`src/rtl/button_event_pkg.sv`:
```
// Shared constants for the button event scheduler: event codes, per-button
// FSM state encodings and a helper for the button-index width.
package button_event_pkg;

  localparam logic [1:0] EV_PRESS   = 2'd0;
  localparam logic [1:0] EV_LONG    = 2'd1;
  localparam logic [1:0] EV_REPEAT  = 2'd2;
  localparam logic [1:0] EV_RELEASE = 2'd3;

  localparam logic [1:0] ST_IDLE    = 2'd0;
  localparam logic [1:0] ST_PRESSED = 2'd1;
  localparam logic [1:0] ST_HELD    = 2'd2;

  function automatic int id_width(input int n);
    return (n > 1) ? $clog2(n) : 1;
  endfunction

endpackage

```
`src/rtl/button_event_fsm.sv`:
```
// One button's edge detector, press/long/repeat FSM, hold counter and
// single-entry pending event slot.
module button_event_fsm
  import button_event_pkg::*;
#(
  parameter int LONG_CYCLES   = 6000000,
  parameter int REPEAT_CYCLES = 1200000,
  parameter int CNT_W         = 24
) (
  input  logic       clk,
  input  logic       rst,
  input  logic       level,
  input  logic       grant,
  output logic       pend_valid,
  output logic [1:0] pend_type,
  output logic       ovf_set
);

  localparam logic [CNT_W-1:0] LONG_TC   = CNT_W'(LONG_CYCLES - 1);
  localparam logic [CNT_W-1:0] REPEAT_TC = CNT_W'(REPEAT_CYCLES - 1);

  logic             r_prev;
  logic [1:0]       r_state;
  logic [CNT_W-1:0] r_cnt;
  logic             r_pend_valid;
  logic [1:0]       r_pend_type;

  logic             w_rise;
  logic             w_fall;
  logic             w_gen;
  logic [1:0]       w_ev;
  logic [1:0]       w_state_nxt;
  logic [CNT_W-1:0] w_cnt_nxt;

  assign w_rise = level & ~r_prev;
  assign w_fall = ~level & r_prev;

  // A fall is tested before the terminal count so a release always wins.
  always_comb begin
    w_gen       = 1'b0;
    w_ev        = EV_PRESS;
    w_state_nxt = r_state;
    w_cnt_nxt   = r_cnt;
    case (r_state)
      ST_IDLE: begin
        if (w_rise) begin
          w_state_nxt = ST_PRESSED;
          w_cnt_nxt   = '0;
          w_gen       = 1'b1;
          w_ev        = EV_PRESS;
        end
      end
      ST_PRESSED: begin
        if (w_fall) begin
          w_state_nxt = ST_IDLE;
          w_cnt_nxt   = '0;
          w_gen       = 1'b1;
          w_ev        = EV_RELEASE;
        end else if (r_cnt == LONG_TC) begin
          w_state_nxt = ST_HELD;
          w_cnt_nxt   = '0;
          w_gen       = 1'b1;
          w_ev        = EV_LONG;
        end else if (r_cnt < LONG_TC) begin
          w_cnt_nxt = r_cnt + 1'b1;
        end
      end
      ST_HELD: begin
        if (w_fall) begin
          w_state_nxt = ST_IDLE;
          w_cnt_nxt   = '0;
          w_gen       = 1'b1;
          w_ev        = EV_RELEASE;
        end else if (r_cnt == REPEAT_TC) begin
          w_cnt_nxt = '0;
          w_gen     = 1'b1;
          w_ev      = EV_REPEAT;
        end else if (r_cnt < REPEAT_TC) begin
          w_cnt_nxt = r_cnt + 1'b1;
        end
      end
      default: begin
        w_state_nxt = ST_IDLE;
        w_cnt_nxt   = '0;
      end
    endcase
  end

  always_ff @(posedge clk or posedge rst) begin
    if (rst) begin
      r_prev       <= 1'b0;
      r_state      <= ST_IDLE;
      r_cnt        <= '0;
      r_pend_valid <= 1'b0;
      r_pend_type  <= EV_PRESS;
    end else begin
      r_prev  <= level;
      r_state <= w_state_nxt;
      r_cnt   <= w_cnt_nxt;
      if (w_gen) begin
        r_pend_valid <= 1'b1;
        r_pend_type  <= w_ev;
      end else if (grant) begin
        r_pend_valid <= 1'b0;
      end
    end
  end

  assign pend_valid = r_pend_valid;
  assign pend_type  = r_pend_type;
  assign ovf_set    = w_gen & r_pend_valid & ~grant;

endmodule

```
`src/rtl/button_event_scheduler.sv`:
```
// Turns debounced button levels into PRESS/LONG/REPEAT/RELEASE events and
// serialises them onto one valid/ready channel with round-robin arbitration.
module button_event_scheduler
  import button_event_pkg::*;
#(
  parameter int N_BUTTONS     = 4,
  parameter int LONG_CYCLES   = 6000000,
  parameter int REPEAT_CYCLES = 1200000,
  parameter int CNT_W         = $clog2((LONG_CYCLES > REPEAT_CYCLES) ?
                                       LONG_CYCLES : REPEAT_CYCLES) + 1,
  localparam int ID_W         = id_width(N_BUTTONS)
) (
  input  logic                 clk,
  input  logic                 rst,
  input  logic [N_BUTTONS-1:0] btn_level,
  input  logic                 ovf_clear,
  input  logic                 event_ready,
  output logic                 event_valid,
  output logic [1:0]           event_type,
  output logic [ID_W-1:0]      event_id,
  output logic [N_BUTTONS-1:0] overflow
);

  logic [N_BUTTONS-1:0] w_pend_valid;
  logic [1:0]           w_pend_type [N_BUTTONS];
  logic [N_BUTTONS-1:0] w_ovf_set;
  logic [N_BUTTONS-1:0] w_grant;
  logic                 w_load;
  logic                 w_found;
  logic [ID_W-1:0]      w_gnt_idx;
  logic [ID_W-1:0]      w_cand;

  logic                 r_valid;
  logic [1:0]           r_type;
  logic [ID_W-1:0]      r_id;
  logic [ID_W-1:0]      r_last;
  logic [N_BUTTONS-1:0] r_ovf;

  for (genvar i = 0; i < N_BUTTONS; i++) begin : g_btn
    button_event_fsm #(
      .LONG_CYCLES  (LONG_CYCLES),
      .REPEAT_CYCLES(REPEAT_CYCLES),
      .CNT_W        (CNT_W)
    ) u_fsm (
      .clk       (clk),
      .rst       (rst),
      .level     (btn_level[i]),
      .grant     (w_grant[i]),
      .pend_valid(w_pend_valid[i]),
      .pend_type (w_pend_type[i]),
      .ovf_set   (w_ovf_set[i])
    );
  end

  assign w_load = ~r_valid | event_ready;

  // Search starts one past the last winner so every button gets its turn.
  always_comb begin
    w_found   = 1'b0;
    w_gnt_idx = '0;
    w_cand    = '0;
    for (int k = 0; k < N_BUTTONS; k++) begin
      w_cand = ID_W'((int'(r_last) + 1 + k) % N_BUTTONS);
      if (!w_found && w_pend_valid[w_cand]) begin
        w_found   = 1'b1;
        w_gnt_idx = w_cand;
      end
    end
    w_grant = '0;
    if (w_load && w_found) w_grant[w_gnt_idx] = 1'b1;
  end

  always_ff @(posedge clk or posedge rst) begin
    if (rst) begin
      r_valid <= 1'b0;
      r_type  <= EV_PRESS;
      r_id    <= '0;
      r_last  <= ID_W'(N_BUTTONS - 1);
    end else if (w_load) begin
      if (w_found) begin
        r_valid <= 1'b1;
        r_type  <= w_pend_type[w_gnt_idx];
        r_id    <= w_gnt_idx;
        r_last  <= w_gnt_idx;
      end else begin
        r_valid <= 1'b0;
      end
    end
  end

  always_ff @(posedge clk or posedge rst) begin
    if (rst) r_ovf <= '0;
    else     r_ovf <= (r_ovf & {N_BUTTONS{~ovf_clear}}) | w_ovf_set;
  end

  assign event_valid = r_valid;
  assign event_type  = r_type;
  assign event_id    = r_id;
  assign overflow    = r_ovf;

endmodule

```
`config.mk`:
```
export PLATFORM = sky130hd
export DESIGN_NAME = button_event_scheduler
export DESIGN_NICKNAME = d
export VERILOG_FILES = /design/src/rtl/button_event_pkg.sv /design/src/rtl/button_event_fsm.sv /design/src/rtl/button_event_scheduler.sv
export SDC_FILE = /design/constraint.sdc
export NUM_CORES = 1
export LEC_CHECK = 0
export ABC_AREA = 1
export CORE_MARGIN = 5
export CORE_UTILIZATION = 40
export DETAILED_ROUTE_END_ITERATION = 7
export DONT_BUFFER_PORTS = 1
export GPL_TIMING_DRIVEN = 0
export SLEW_MARGIN = 20
export SYNTH_ARGS = -nofsm -noshare
export SYNTH_HDL_FRONTEND = slang
export SYNTH_HIERARCHICAL = 1
export SYNTH_SLANG_ARGS = --single-unit
```
`constraint.sdc`:
```
create_clock -name clk -period 3.6 [get_ports clk]
set_input_delay 0.36 -clock clk [delete_from_list [all_inputs] [get_ports clk]]
set_output_delay 0.36 -clock clk [all_outputs]
set_load 0.03 [all_outputs]
```
; Word-level counts from Yosys, hierarchy flattened
; Index checks and enable logic that the tools add are counted.
[totals]
regBits = 131
output_inout_bits = 9
wordCells = 270
[op_classes]
add_sub_neg = 8
n_lt_le_gt_ge = 15
n_eq_ne = 36
mux = 127
bitwise = 34
reduce_logical = 25
[ops]
columns = op, n
row1 = two-way mux 24 bit, 28
row2 = case mux 24 bit (3 select lines), 4
row3 = adder 24 x 1 -> 24 bit (second input constant), 4
row4 = equality test 24 x 21 -> 1 bit (second input constant), 4
row5 = equality test 24 x 23 -> 1 bit (second input constant), 4
row6 = < comparator 24 x 21 -> 1 bit (second input constant), 4
row7 = < comparator 24 x 23 -> 1 bit (second input constant), 4
row8 = two-way mux 2 bit, 34
row9 = two-way mux 1 bit, 42
row10 = inequality test 4 x 1 -> 1 bit (second input constant), 8
row11 = case mux 2 bit (3 select lines), 4
row12 = AND reduction 3 bit, 8
row13 = AND 1 bit, 16
row14 = inequality test 2 x 1 -> 1 bit (second input constant), 8
row15 = case mux 2 bit (2 select lines), 4
row16 = < comparator 2 x 3 -> 1 bit (second input constant), 5
row17 = NOT 1 bit, 14
row18 = inequality test 3 x 1 -> 1 bit (second input constant), 4
row19 = case mux 1 bit (3 select lines), 4
row20 = binary-select mux 1 bit (select 2 bit), 4
row21 = equality test 2 x 1 -> 1 bit (second input constant), 4
row22 = equality test 2 bit (second input constant), 4
row23 = zero test 2 bit, 4
row24 = nonzero test 2 bit, 4
row25 = other kinds (14), 22

; Longest topological paths before layout
; Gate-level depths: netlist of run 1.
[logic_depth]
word_depth = 21
ltp_mapped = 16
depth_no_buf = 15

; Hierarchy
; Netlist of run 1, hierarchy kept.
[by_module_without_submodules]
columns = module, n_inst, cells_each, area_each_um2, seq_area_each_um2
row1 = button_event_fsm at g_btn[1].u_fsm ..., 3, 381, 2431.1, 750.7
row2 = button_event_fsm at g_btn[0].u_fsm, 1, 367, 2327.2, 750.7
row3 = button_event_scheduler, 1, 131, 917.1, 277.8

; Worst setup path after synthesis of run 1
; No wires, ideal clock.
[synth_path]
path_kind = flip-flop to flip-flop
start = reg r_last[0]
end = reg r_ovf[3], in the netlist overflow[3]
setup_time_ns = 0.124
t_arrival_ns = 1.738
required_time_ns = 3.476
slack_ns = 1.738
path_stages_with_launch = 13
path_buffers = 1
period_less_slack_ns = 1.862
cell_sequence = dfstp_2 > inv_2 > buf_6 > nand2_1 > nand2_1 > o21ai_2 > nand3b_1 > nand2_2 > inv_2 > nand2_1 > nor2_1 > nor2_1 > o21bai_1
[synth_between]
elab_chain_cells = 21
elab_cells_between_ends = 36
cone_classes = add/sub: 4 / order compare: 2 / mux: 19 / bitwise: 3 / reduce/logical: 8
[synth_lines]
columns = element, line
row1 = start: declaration, button_event_scheduler.sv:36  ; logic [ID_W-1:0] r_last;
row2 = start signal: assignment, button_event_scheduler.sv:78  ; r_last <= ID_W'(N_BUTTONS - 1);
row3 = start signal: assignment, button_event_scheduler.sv:84  ; r_last <= w_gnt_idx;
row4 = adder 2 x 1 -> 2 bit (*), button_event_scheduler.sv:63  ; w_cand = ID_W'((int'(r_last) + 1 + k) % N_BUTTONS);
row5 = branches (longest 16 deep; another with < comparator 2 x 3 -> 1 bit), --
row6 = two-way mux 4 bit (*), button_event_scheduler.sv:70  ; if (w_load && w_found) w_grant[w_gnt_idx] = 1'b1;
row7 = via w_grant[3], button_event_scheduler.sv:27  ; logic [N_BUTTONS-1:0] w_grant;
row8 = NOT 1 bit (*), button_event_fsm.sv:111  ; assign ovf_set = w_gen & r_pend_valid & ~grant;
row9 = AND 1 bit (*), button_event_fsm.sv:111
row10 = via w_ovf_set[3], button_event_scheduler.sv:26  ; logic [N_BUTTONS-1:0] w_ovf_set;
row11 = OR 4 bit (*), button_event_scheduler.sv:93  ; else r_ovf <= (r_ovf & {N_BUTTONS{~ovf_clear}}) | w_ovf_set;
row12 = end signal: assignment, button_event_scheduler.sv:93
row13 = end: declaration, button_event_scheduler.sv:37  ; logic [N_BUTTONS-1:0] r_ovf;
; Mark *: on every way through the listed nets, which the timed path passes. The select of a mux whose other input is x is not followed.
; A chain may end at the register's enable or synchronous reset.

; Worst setup path after layout of run 1
[layout_path]
start = reg g_btn[2].u_fsm.r_state[0]
end = reg g_btn[2].u_fsm.r_cnt[6]
[layout_between]
elab_chain_cells = 3
elab_cells_between_ends = 8
cone_classes = eq/ne: 5 / mux: 1 / reduce/logical: 2
[layout_lines]
columns = element, line
row1 = start: declaration, button_event_fsm.sv:23  ; logic [1:0] r_state;
row2 = start signal: assignment, button_event_fsm.sv:98  ; r_state <= w_state_nxt;
row3 = equality test 2 bit (tied with other cells), button_event_fsm.sv:44  ; case (r_state)
row4 = inequality test 4 x 1 -> 1 bit (no line) or inequality test 2 x 1 -> 1 bit (tied branches), --
row5 = AND reduction 3 bit (no line), --
row6 = end signal: assignment, button_event_fsm.sv:99  ; r_cnt <= w_cnt_nxt;
row7 = end: declaration, button_event_fsm.sv:24  ; logic [CNT_W-1:0] r_cnt;
; Several ways; a longest one is shown, not always the timed one.

==> metrics.csv, run 1 <==
metric,value,unit
most common cell in the netlist,nand2_1,
via/cell ratio,4.78,
first-pass GRT wire length,44200,um
Nets,1693,
post-CTS setup buffers,0,
max-cap viol count,0,
Achievable Freq,450,MHz
worst-path fanout max,10,
sequential element share of the synthesized area,31.1,%
HP Class,in2reg,
GR peak layer,met2,
PortBufs,0,
WHS Path Cells,1,
P_leak,6.07,nW
total gr overflow,0,
Post-CTS Hold Fix Bufs,5,
largest net degree at the start of global routing,31,
clk root buf,clkbuf_16,
Post-synth top cells,"631 x nand2_1, 250 x nor2_1, 147 x inv_1",
H-Tree Level Count,4,
drt drc,0,
Synth top area share,30.6,%
P&R area growth vs syn,9.87,%
leading area contributor after synthesis,dfrtp_1,
"Cell Area, Placed",0.0110,mm^2
syn_area_per_cell,6.42,um^2
dpl cells,1976,
Overall Global Routing Usage,18.0,%
HPWL Detailed,19400,um
net count after synthesis,1669,
die area,0.0297,mm^2
"antenna viol nets, final",0,
DRT iter0 DRCs,678,
Peak VDD IR,305,uV
initial core utilization,40.6,%
ratio of cells with drive above 1 in the final layout,13.9,%
Final period util,61.7,%
critical path class,reg2reg,
worst-margin pin slew,805,ps
Clock transition at path regs,60,ps
Arrival @ worst endpoint,2580,ps
post-route cell area,0.0116,mm^2
"Distinct cells, synth",38,
RSZ-0062 raised after global routing,false,
yosys warns,6,
Total Power,6.42,mW
Final TNS setup,0,ps
Die X,172,um
Final min period,2220,ps
status,completed,
Post-Layout Cell Count,2013,
number of global-route vias before repair,9091,
CTS Buffer Depth,2,
die height,172,um
Post-Syn Area,0.0105,mm^2
Ports,17,
num rows,59,
Num Clock Sinks,131,
register bit total from synthesis,131,
Final Max Slew Viols,0,
clock latency on the worst-skew pair,430,ps
DRT Pass-1 Iters,5,
Crit path required time,3960,ps
core region area,0.0260,mm^2
met2 usage,29.2,%
total CTS buffers,17,
CTS tree,done,
dominant synthesized flop cell,dfrtp_1,
drt wl/cell,12.6,um
Post-Syn Instances,1641,
Setup WS pre-CTS,1430,ps
Post-synth ARST share,100,%
WL final,25400,um
DR vias,9622,
Post-synth EDFFs,0,
Reg2Reg Depth,8,
Final setup violation count,0,
Worst setup SP type,register,
initial antenna violation count,1,
GP Congestion,0.878,
CP endpoint kind,register,
GR Layer Usage met1,25.0,%
Fin Clk Skew,15.7,ps
biggest area contributors in the synthesized netlist,"dfrtp_1 31%, nand2_1 22%, nor2_1 8.9%, inv_1 5.2%, nand3_1 4.0%",
GRT met3 Usage,3.48,%
ANT cells,0,
Final WS setup,1380,ps
Final Hold Viols,0,
Rel. slew slack,45.8,%
post-cts resize count,0,
cell area power density,554,mW/mm^2
[logic make-up after synthesis]
family / Yosys count / share of synthesized area, %
flip-flops: 131 / 31.1
adder cells (fa/ha/maj): 20 / 2.37
AND/OR/NAND/NOR: 1134 / 48.2
AO/OA/AOI/OAI: 78 / 4.41
buffers and inverters: 228 / 9.72
XOR/XNOR: 50 / 4.16
[area by class of cell]
| cell class | instances | area [um^2] |
|---|---|---|
| fillers | 2729 | 14400 |
| clock inverters | 14 | 131 |
| flip-flops and latches | 131 | 3280 |
| clock buffers | 18 | 439 |
| multi-input cells | 1282 | 6230 |
| inverters | 189 | 717 |
| repair buffers | 5 | 50.0 |
| plain buffers | 39 | 308 |
| well taps | 335 | 419 |
[through the flow]
step	hold WS, ps	util (%)
2_1_floorplan	211	-
3_3_place_gp	268	42.2
3_5_place_dp	278	42.2
4_1_cts	14.5	44.6
5_1_grt	20.8	44.6
6_report	32.4	44.6
[where the power goes]
part	internal, mW	switching (mW)
clock	0.976	0.740
sequential	1.65	0.252
combinational	0.859	1.94
[registers in the layout, summed over array words and instances, names as in the netlist]
register / count
g_btn.u_fsm/r_prev: 4
event_valid: 1
event_id: 2
g_btn.u_fsm/r_cnt: 96
g_btn.u_fsm/r_state: 8
g_btn.u_fsm/pend_type: 8
event_type: 2
overflow: 4
g_btn.u_fsm/pend_valid: 4
r_last: 2
[critical path: stages, from the launching register on]
cell and delay (ps):
dfrtp_1 390, inv_1 80, ha_1 280, clkbuf_1 370, clkinv_1 410, clkbuf_1 330
nor2_1 170, nand2_1 70, nand2_1 50
[final timing paths]
check	from	end	slack (ps)
min in group asynchronous	rst	event_id[0]	590
min	ovf_clear	overflow[3]	30
max	g_btn[2].u_fsm/r_state[0]	g_btn[2].u_fsm/r_cnt[6]	1380
max reg2reg	g_btn[2].u_fsm/r_state[0]	g_btn[2].u_fsm/r_cnt[6]	1380
min reg2reg	g_btn[0].u_fsm/pend_type[1]	g_btn[0].u_fsm/pend_type[1]	480
max in group asynchronous	rst	g_btn[0].u_fsm/r_cnt[12]	2480
[metal layers]
metal  part of all wire (%)  up-vias  routed length (um)
li1                       -     5081                   -
met1                     50     4391               12600
met2                     46      122               11600
met3                    3.2       28                 802
met4                    1.6        0                 398
met5                      0        -                   0
[placed cells by master, fill, tap and decap left out, types with 6 or more instances in the layout]
cell        count
inv_1         143
ha_1           20
nand2_4        21
nand3_1        85
inv_2          40
nor3_1         24
clkbuf_1        6
o21ai_0        37
buf_2           9
buf_6          16
nor2_2         19
xor2_1         46
buf_4           8
a21oi_1        18
clkinvlp_4      6
nor2_1        250
clkbuf_16      17
or2_2           6
nand3_2         9
nand2_1       631
nand4_1        20
nor2_4         12
nand2_2        46
dfrtp_1       129
o2111ai_1       7
(Power assumes the default switching activity.)
==> run 2, diff against run 1 <==
==> constraint.sdc (replaced) <==
create_clock -name clk -period 2 [get_ports clk]
set_input_delay 0.2 -clock clk [delete_from_list [all_inputs] [get_ports clk]]
set_output_delay 0.2 -clock clk [all_outputs]
set_load 0.03 [all_outputs]
==> run 2 against run 1 <==
Compared with the run above:
- the run now ends with hold timing, setup timing left
- first-iteration DRC count shrank 4.0%
- clock skew shrank 3.0 ps
- non-clock buffer count up 34
- die area is the same
- critical endpoint is now overflow[0]
- flip-flop and latch count is the same
- largest power group unchanged
- design area rose by 5.5%
- critical path type unchanged
==> metrics.csv, run 2 (synthesis results as in run 1) <==
metric,value,unit
status,"complete, but fails checks",
CP endpoint kind,register,
H-Tree Level Count,4,
Final period util,101,%
DR vias,9858,
"commonest cells after routing, fill and taps aside","605 x nand2_1, 244 x nor2_1, 140 x inv_1",
WL final,26500,um
ratio of cells with drive above 1 in the final layout,19.2,%
Nets,1727,
RR Endpoint,overflow[0],
die area,0.0297,mm^2
min-delay src,ovf_clear,
Util after Layout,47.0,%
clk root buf,clkbuf_16,
Peak VDD IR,621,uV
Reg2Reg Depth,13,
Final Hold Viols,4,
most flop-heavy register,g_btn.u_fsm/r_cnt,
P_int,7.07,mW
initial antenna violation count,1,
"commonest non-fill, non-tap cell in the layout",nand2_1,
drt wl/cell,13.0,um
Ports,17,
Achievable Freq,493,MHz
"antenna viol nets, final",0,
failing checks,"hold timing, setup timing",
ANT cells,0,
worst-path fanout max,10,
P&R area growth vs syn,15.9,%
worst-margin pin slew,916,ps
max-cap viol count,0,
Die X,172,um
Clock transition at path regs,60,ps
CTS Buffer Depth,2,
HP Class,in2reg,
Fillers,2672,
DRT iter0 DRCs,651,
Crit path required time,2300,ps
HPWL Detailed,19400,um
initial core utilization,40.6,%
Num Clock Sinks,131,
P_leak,6.32,nW
total CTS buffers,17,
GP Congestion,0.878,
Post-CTS Hold Fix Bufs,5,
drt drc,0,
Hold WS,-128,ps
Final setup violation count,1,
Clock Power Share,23.8,%
worst reg-to-reg setup slack,-30,ps
sequential share of power,26.7,%
RSZ-0062 raised after global routing,true,
num rows,59,
largest net degree at the start of global routing,31,
CTS tree,done,
die height,172,um
sw power,5.85,mW
Final WS setup,-29.9,ps
Rel. slew slack,38.3,%
WHS Path Cells,1,
DRT Pass-1 Iters,5,
first-pass GRT wire length,44300,um
critical path class,reg2reg,
Total Power,12.9,mW
hold endpoint,overflow[3],
Worst setup SP type,register,
Fin Clk Skew,12.7,ps
Sw Share,45.3,%
clock latency on the worst-skew pair,420,ps
core region area,0.0260,mm^2
Overall Global Routing Usage,18.0,%
Reg2Reg Launch Point,r_last[0],
number of global-route vias before repair,9147,
Final min period,2030,ps
PortBufs,0,
cell area power density,1060,mW/mm^2
Final Max Slew Viols,0,
via/cell ratio,4.82,
total gr overflow,0,
max reg flops,96,
Arrival @ worst endpoint,2330,ps
combinational share of power,49.5,%
==> run 2: cell count changes in the layout (fill, tap and decap cells not counted), sizes merged <==
| cell | before | now |
|---|---|---|
| buf | 33 | 67 |
==> run 2: per-layer routing <==
metal / global-route usage (%) / wire length, um / vias to the layer above
met5: 0 / 0 / -
met4: 4.41 / 393 / 0
met3: 3.54 / 924 / 29
met2: 29.3 / 12300 / 147
met1: 24.9 / 12900 / 4533
li1: - / - / 5149
==> run 2: worst max path at each step <==
| stage | start | endpoint | slack, ps | cells past startpoint |
|---|---|---|---|---|
| after global routing | r_last[0] | event_type[1] | -160 | 16 |
| after CTS | r_last[0] | overflow[3] | 5 | 15 |
| after detailed placement | g_btn[1].u_fsm/r_state[0] | g_btn[1].u_fsm/r_cnt[6] | -170 | 8 |
| after floorplan | r_last[0] | overflow[3] | 140 | 12 |
| final | r_last[0] | overflow[0] | -30 | 13 |
| after global placement | g_btn[3].u_fsm/r_state[0] | g_btn[3].u_fsm/r_cnt[0] | -160 | 8 |
==> run 2: worst max-delay path, stage by stage, from the launching register on <==
cell	delay, ps
dfstp_2	560
inv_2	50
buf_8	140
nand2_2	70
nand2_4	60
nand2_2	80
nand2_4	70
buf_4	130
nand3_2	80
nand3_4	120
buf_4	170
nor3_4	160
nor2_1	60
o21bai_1	140
==> run 2: metrics by stage <==
| step | cells | instance area [um^2] | setup WS [ps] | hold slack [ps] | setup TNS [ps] |
|---|---|---|---|---|---|
| 6_report | 2047 | 12200 | -29.9 | -128 | -29.9 |
| 5_1_grt | 2047 | 12200 | -161 | -139 | -2010 |
| 4_1_cts | 2016 | 11700 | 4.87 | -146 | 0 |
| 3_5_place_dp | 1976 | 11000 | -170 | 118 | -4900 |
| 3_3_place_gp | 1976 | 11000 | -163 | 108 | -4230 |
| 2_1_floorplan | 1641 | 10500 | 138 | 51.0 | 0 |
==> run 2: final cells by class <==
| class | count | area, um^2 | area share (%) |
|---|---|---|---|
| multi-input combinational | 1282 | 6510 | 53.3 |
| sequential | 131 | 3290 | 26.9 |
| inverter | 189 | 726 | 5.94 |
| clock buffer | 18 | 439 | 3.60 |
| tap | 335 | 419 | 3.43 |
| timing repair buffer | 46 | 409 | 3.35 |
| buffer | 32 | 292 | 2.39 |
| clock inverter | 14 | 131 | 1.08 |
==> run 2: power groups by stage <==
stage,Combinational (mW),Sequential (mW),Clock (mW)
4_1_cts,5.43,3.46,3.16
3_3_place_gp,5.02,3.48,0
3_5_place_dp,5.07,3.49,0
5_1_grt,7.04,3.51,3.27
6_report,6.39,3.45,3.07
2_1_floorplan,3.96,3.35,0
==> run 2: what timing repair did <==
item / CTS / global route
hold endpoints to repair: 139 / 4
setup buffers: 10 / 25
endpoints found under the setup margin: 49 / 106
gates resized for setup: 13 / 91
cloned: 0 / 6
pin swaps: 7 / 35
==> run 3, diff against run 2 <==
--- a/config.mk
+++ b/config.mk
@@ -7,11 +7,11 @@
 export LEC_CHECK = 0
 export ABC_AREA = 1
 export CORE_MARGIN = 5
-export CORE_UTILIZATION = 40
+export CORE_UTILIZATION = 35
 export DETAILED_ROUTE_END_ITERATION = 7
 export DONT_BUFFER_PORTS = 1
 export GPL_TIMING_DRIVEN = 0
-export SLEW_MARGIN = 20
+export REMOVE_ABC_BUFFERS = 1
 export SYNTH_ARGS = -nofsm -noshare
 export SYNTH_HDL_FRONTEND = slang
 export SYNTH_HIERARCHICAL = 1
==> run 3 against run 2 <==
Compared with the run above:
- the flow finishes with violations (setup timing)
- design area rose by 2.6%
- hold slack improved by 200 ps
- register-to-register slack improved by 20 ps
- wire length rose by 4.7%
- flip-flop and latch count did not move
- total power rose by 4.5%
- first-iteration DRC count fell by 1.2%
- highest routed layer unchanged
==> metrics.csv, run 3 (synthesis results as in run 1) <==
metric,value,unit
status,"complete, but fails checks",
failing checks,setup timing,
drt wl/cell,13.3,um
Final WS setup,-11.6,ps
clock latency on the worst-skew pair,430,ps
Die X,184,um
worst-margin pin slew,1030,ps
initial antenna violation count,0,
Clock transition at path regs,60,ps
CTS tree,done,
DR vias,10100,
GP Congestion,0.847,
Final min period,2010,ps
Rel. slew slack,31.2,%
core region area,0.0297,mm^2
CTS Buffer Depth,2,
most flop-heavy register,g_btn.u_fsm/r_cnt,
WP buf/inv,3,
total CTS buffers,17,
"commonest cells after routing, fill and taps aside","601 x nand2_1, 239 x nor2_1, 141 x inv_1",
max-cap viol count,0,
Arrival @ worst endpoint,2380,ps
Nets,1716,
critical path depth in cells,14,
Final Max Slew Viols,0,
drt drc,0,
"commonest non-fill, non-tap cell in the layout",nand2_1,
ANT cells,0,
Final TNS setup,-37.7,ps
die height,184,um
Fin Clk Skew,11.3,ps
max reg flops,96,
"critical path, cell by cell",ha_2 -> nand2_2 -> inv_2 -> nand2_4 -> nor2_4 -> nand3_2 -> nand2_4 -> inv_4 -> nand2_8 -> nand2_8 -> nor2_4 -> clkbuf_16 -> nand2_2 -> nand2_1,
WL final,27800,um
H-Tree Level Count,4,
P&R area growth vs syn,18.9,%
Fillers,3028,
critical path class,reg2reg,
CP max stage cell,dfrtp_1,
Achievable Freq,497,MHz
"antenna viol nets, final",0,
worst reg-to-reg setup slack,-10,ps
PortBufs,0,
initial core utilization,35.5,%
num rows,63,
number of global-route vias before repair,9118,
RSZ-0062 raised after global routing,true,
Setup WS pre-CTS,-391,ps
"delay-heaviest family, CP",simple AND/OR/NAND/NOR gates,
Num Clock Sinks,131,
ratio of cells with drive above 1 in the final layout,19.2,%
Final period util,101,%
Worst setup SP type,register,
Final Hold Viols,0,
max incr delay on CP,400,ps
HP Class,in2reg,
largest net degree at the start of global routing,31,
P_leak,6.41,nW
WHS Path Cells,4,
Reg2Reg Depth,14,
Overall Global Routing Usage,15.6,%
Hold WS,68.9,ps
first-pass GRT wire length,43900,um
Peak VDD IR,716,uV
CP endpoint kind,register,
worst-path fanout max,5,
Final setup violation count,5,
Util after Layout,42.2,%
Crit path required time,2370,ps
Total Power,13.5,mW
cell area power density,1080,mW/mm^2
clk root buf,clkbuf_16,
via/cell ratio,4.83,
die area,0.0337,mm^2
DRT Pass-1 Iters,5,
Ports,17,
total gr overflow,0,
HPWL Detailed,17500,um
DRT iter0 DRCs,643,
[run 3: changes by cell type in the layout (fill, tap and decap cells not counted), moves of 6 or more]
| cell | before | now |
|---|---|---|
| buf_6 | 18 | 2 |
| buf_4 | 41 | 32 |
| inv_2 | 42 | 34 |
| nor2_2 | 18 | 25 |
| buf_12 | 0 | 6 |
| nand3_2 | 10 | 16 |
[run 3: worst paths after layout]
kind / start / endpoint
min in group asynchronous: rst / event_valid
max in group asynchronous: rst / g_btn[3].u_fsm/r_cnt[0]
max: g_btn[3].u_fsm/r_cnt[0] / g_btn[3].u_fsm/r_cnt[17]
min reg2reg: g_btn[2].u_fsm/pend_type[1] / g_btn[2].u_fsm/pend_type[1]
min: btn_level[0] / g_btn[0].u_fsm/r_state[0]
max reg2reg: g_btn[3].u_fsm/r_cnt[0] / g_btn[3].u_fsm/r_cnt[17]
[run 3: stage by stage]
step / instance area (um^2) / instances
2_1_floorplan: 10200 / 1602
3_3_place_gp: 10700 / 1992
3_5_place_dp: 10700 / 1992
4_1_cts: 11700 / 2047
5_1_grt: 12500 / 2091
6_report: 12500 / 2091
[run 3: worst register-to-register path, delay by kind of cell, from the launching register on]
kind                       cells  cell delay [ps]
adders and majority gates      1              230
buffers and inverters          3              330
DFF                            1              400
and+or+nand+nor               10              970
[run 3: repair_timing]
item | in CTS | in global routing
gates cloned | 3 | 12
hold buffers | 7 | 1
setup endpoints to repair | 61 | 110
buffers inserted | 13 | 27
endpoints found under the hold margin | 20 | 72
resized for setup | 28 | 87
pin swaps | 16 | 40
[run 3: cell type report]
type                    instances  area (um^2)  area share (%)
multi-input cells            1295         6720            53.6
inverters                     189          734            5.86
flip-flops and latches        131         3290            26.3
clock buffers                  19          453            3.61
repair buffers                 54          623            4.97
clock inverters                13          221            1.77
well taps                     390          488            3.89
[run 3: report_power, final]
group	switching, mW	internal (mW)
clock network	1.30	2.31
logic	4.28	2.18
registers	0.461	2.97
[run 3: layer usage]
metal	share of wire (%)	global-route usage, %	vias to the layer above
met3	4.2	2.77	42
met1	45	20.6	4664
li1	-	-	5165
met2	49	25.8	227
met5	0	0	-
met4	2.1	5.07	0
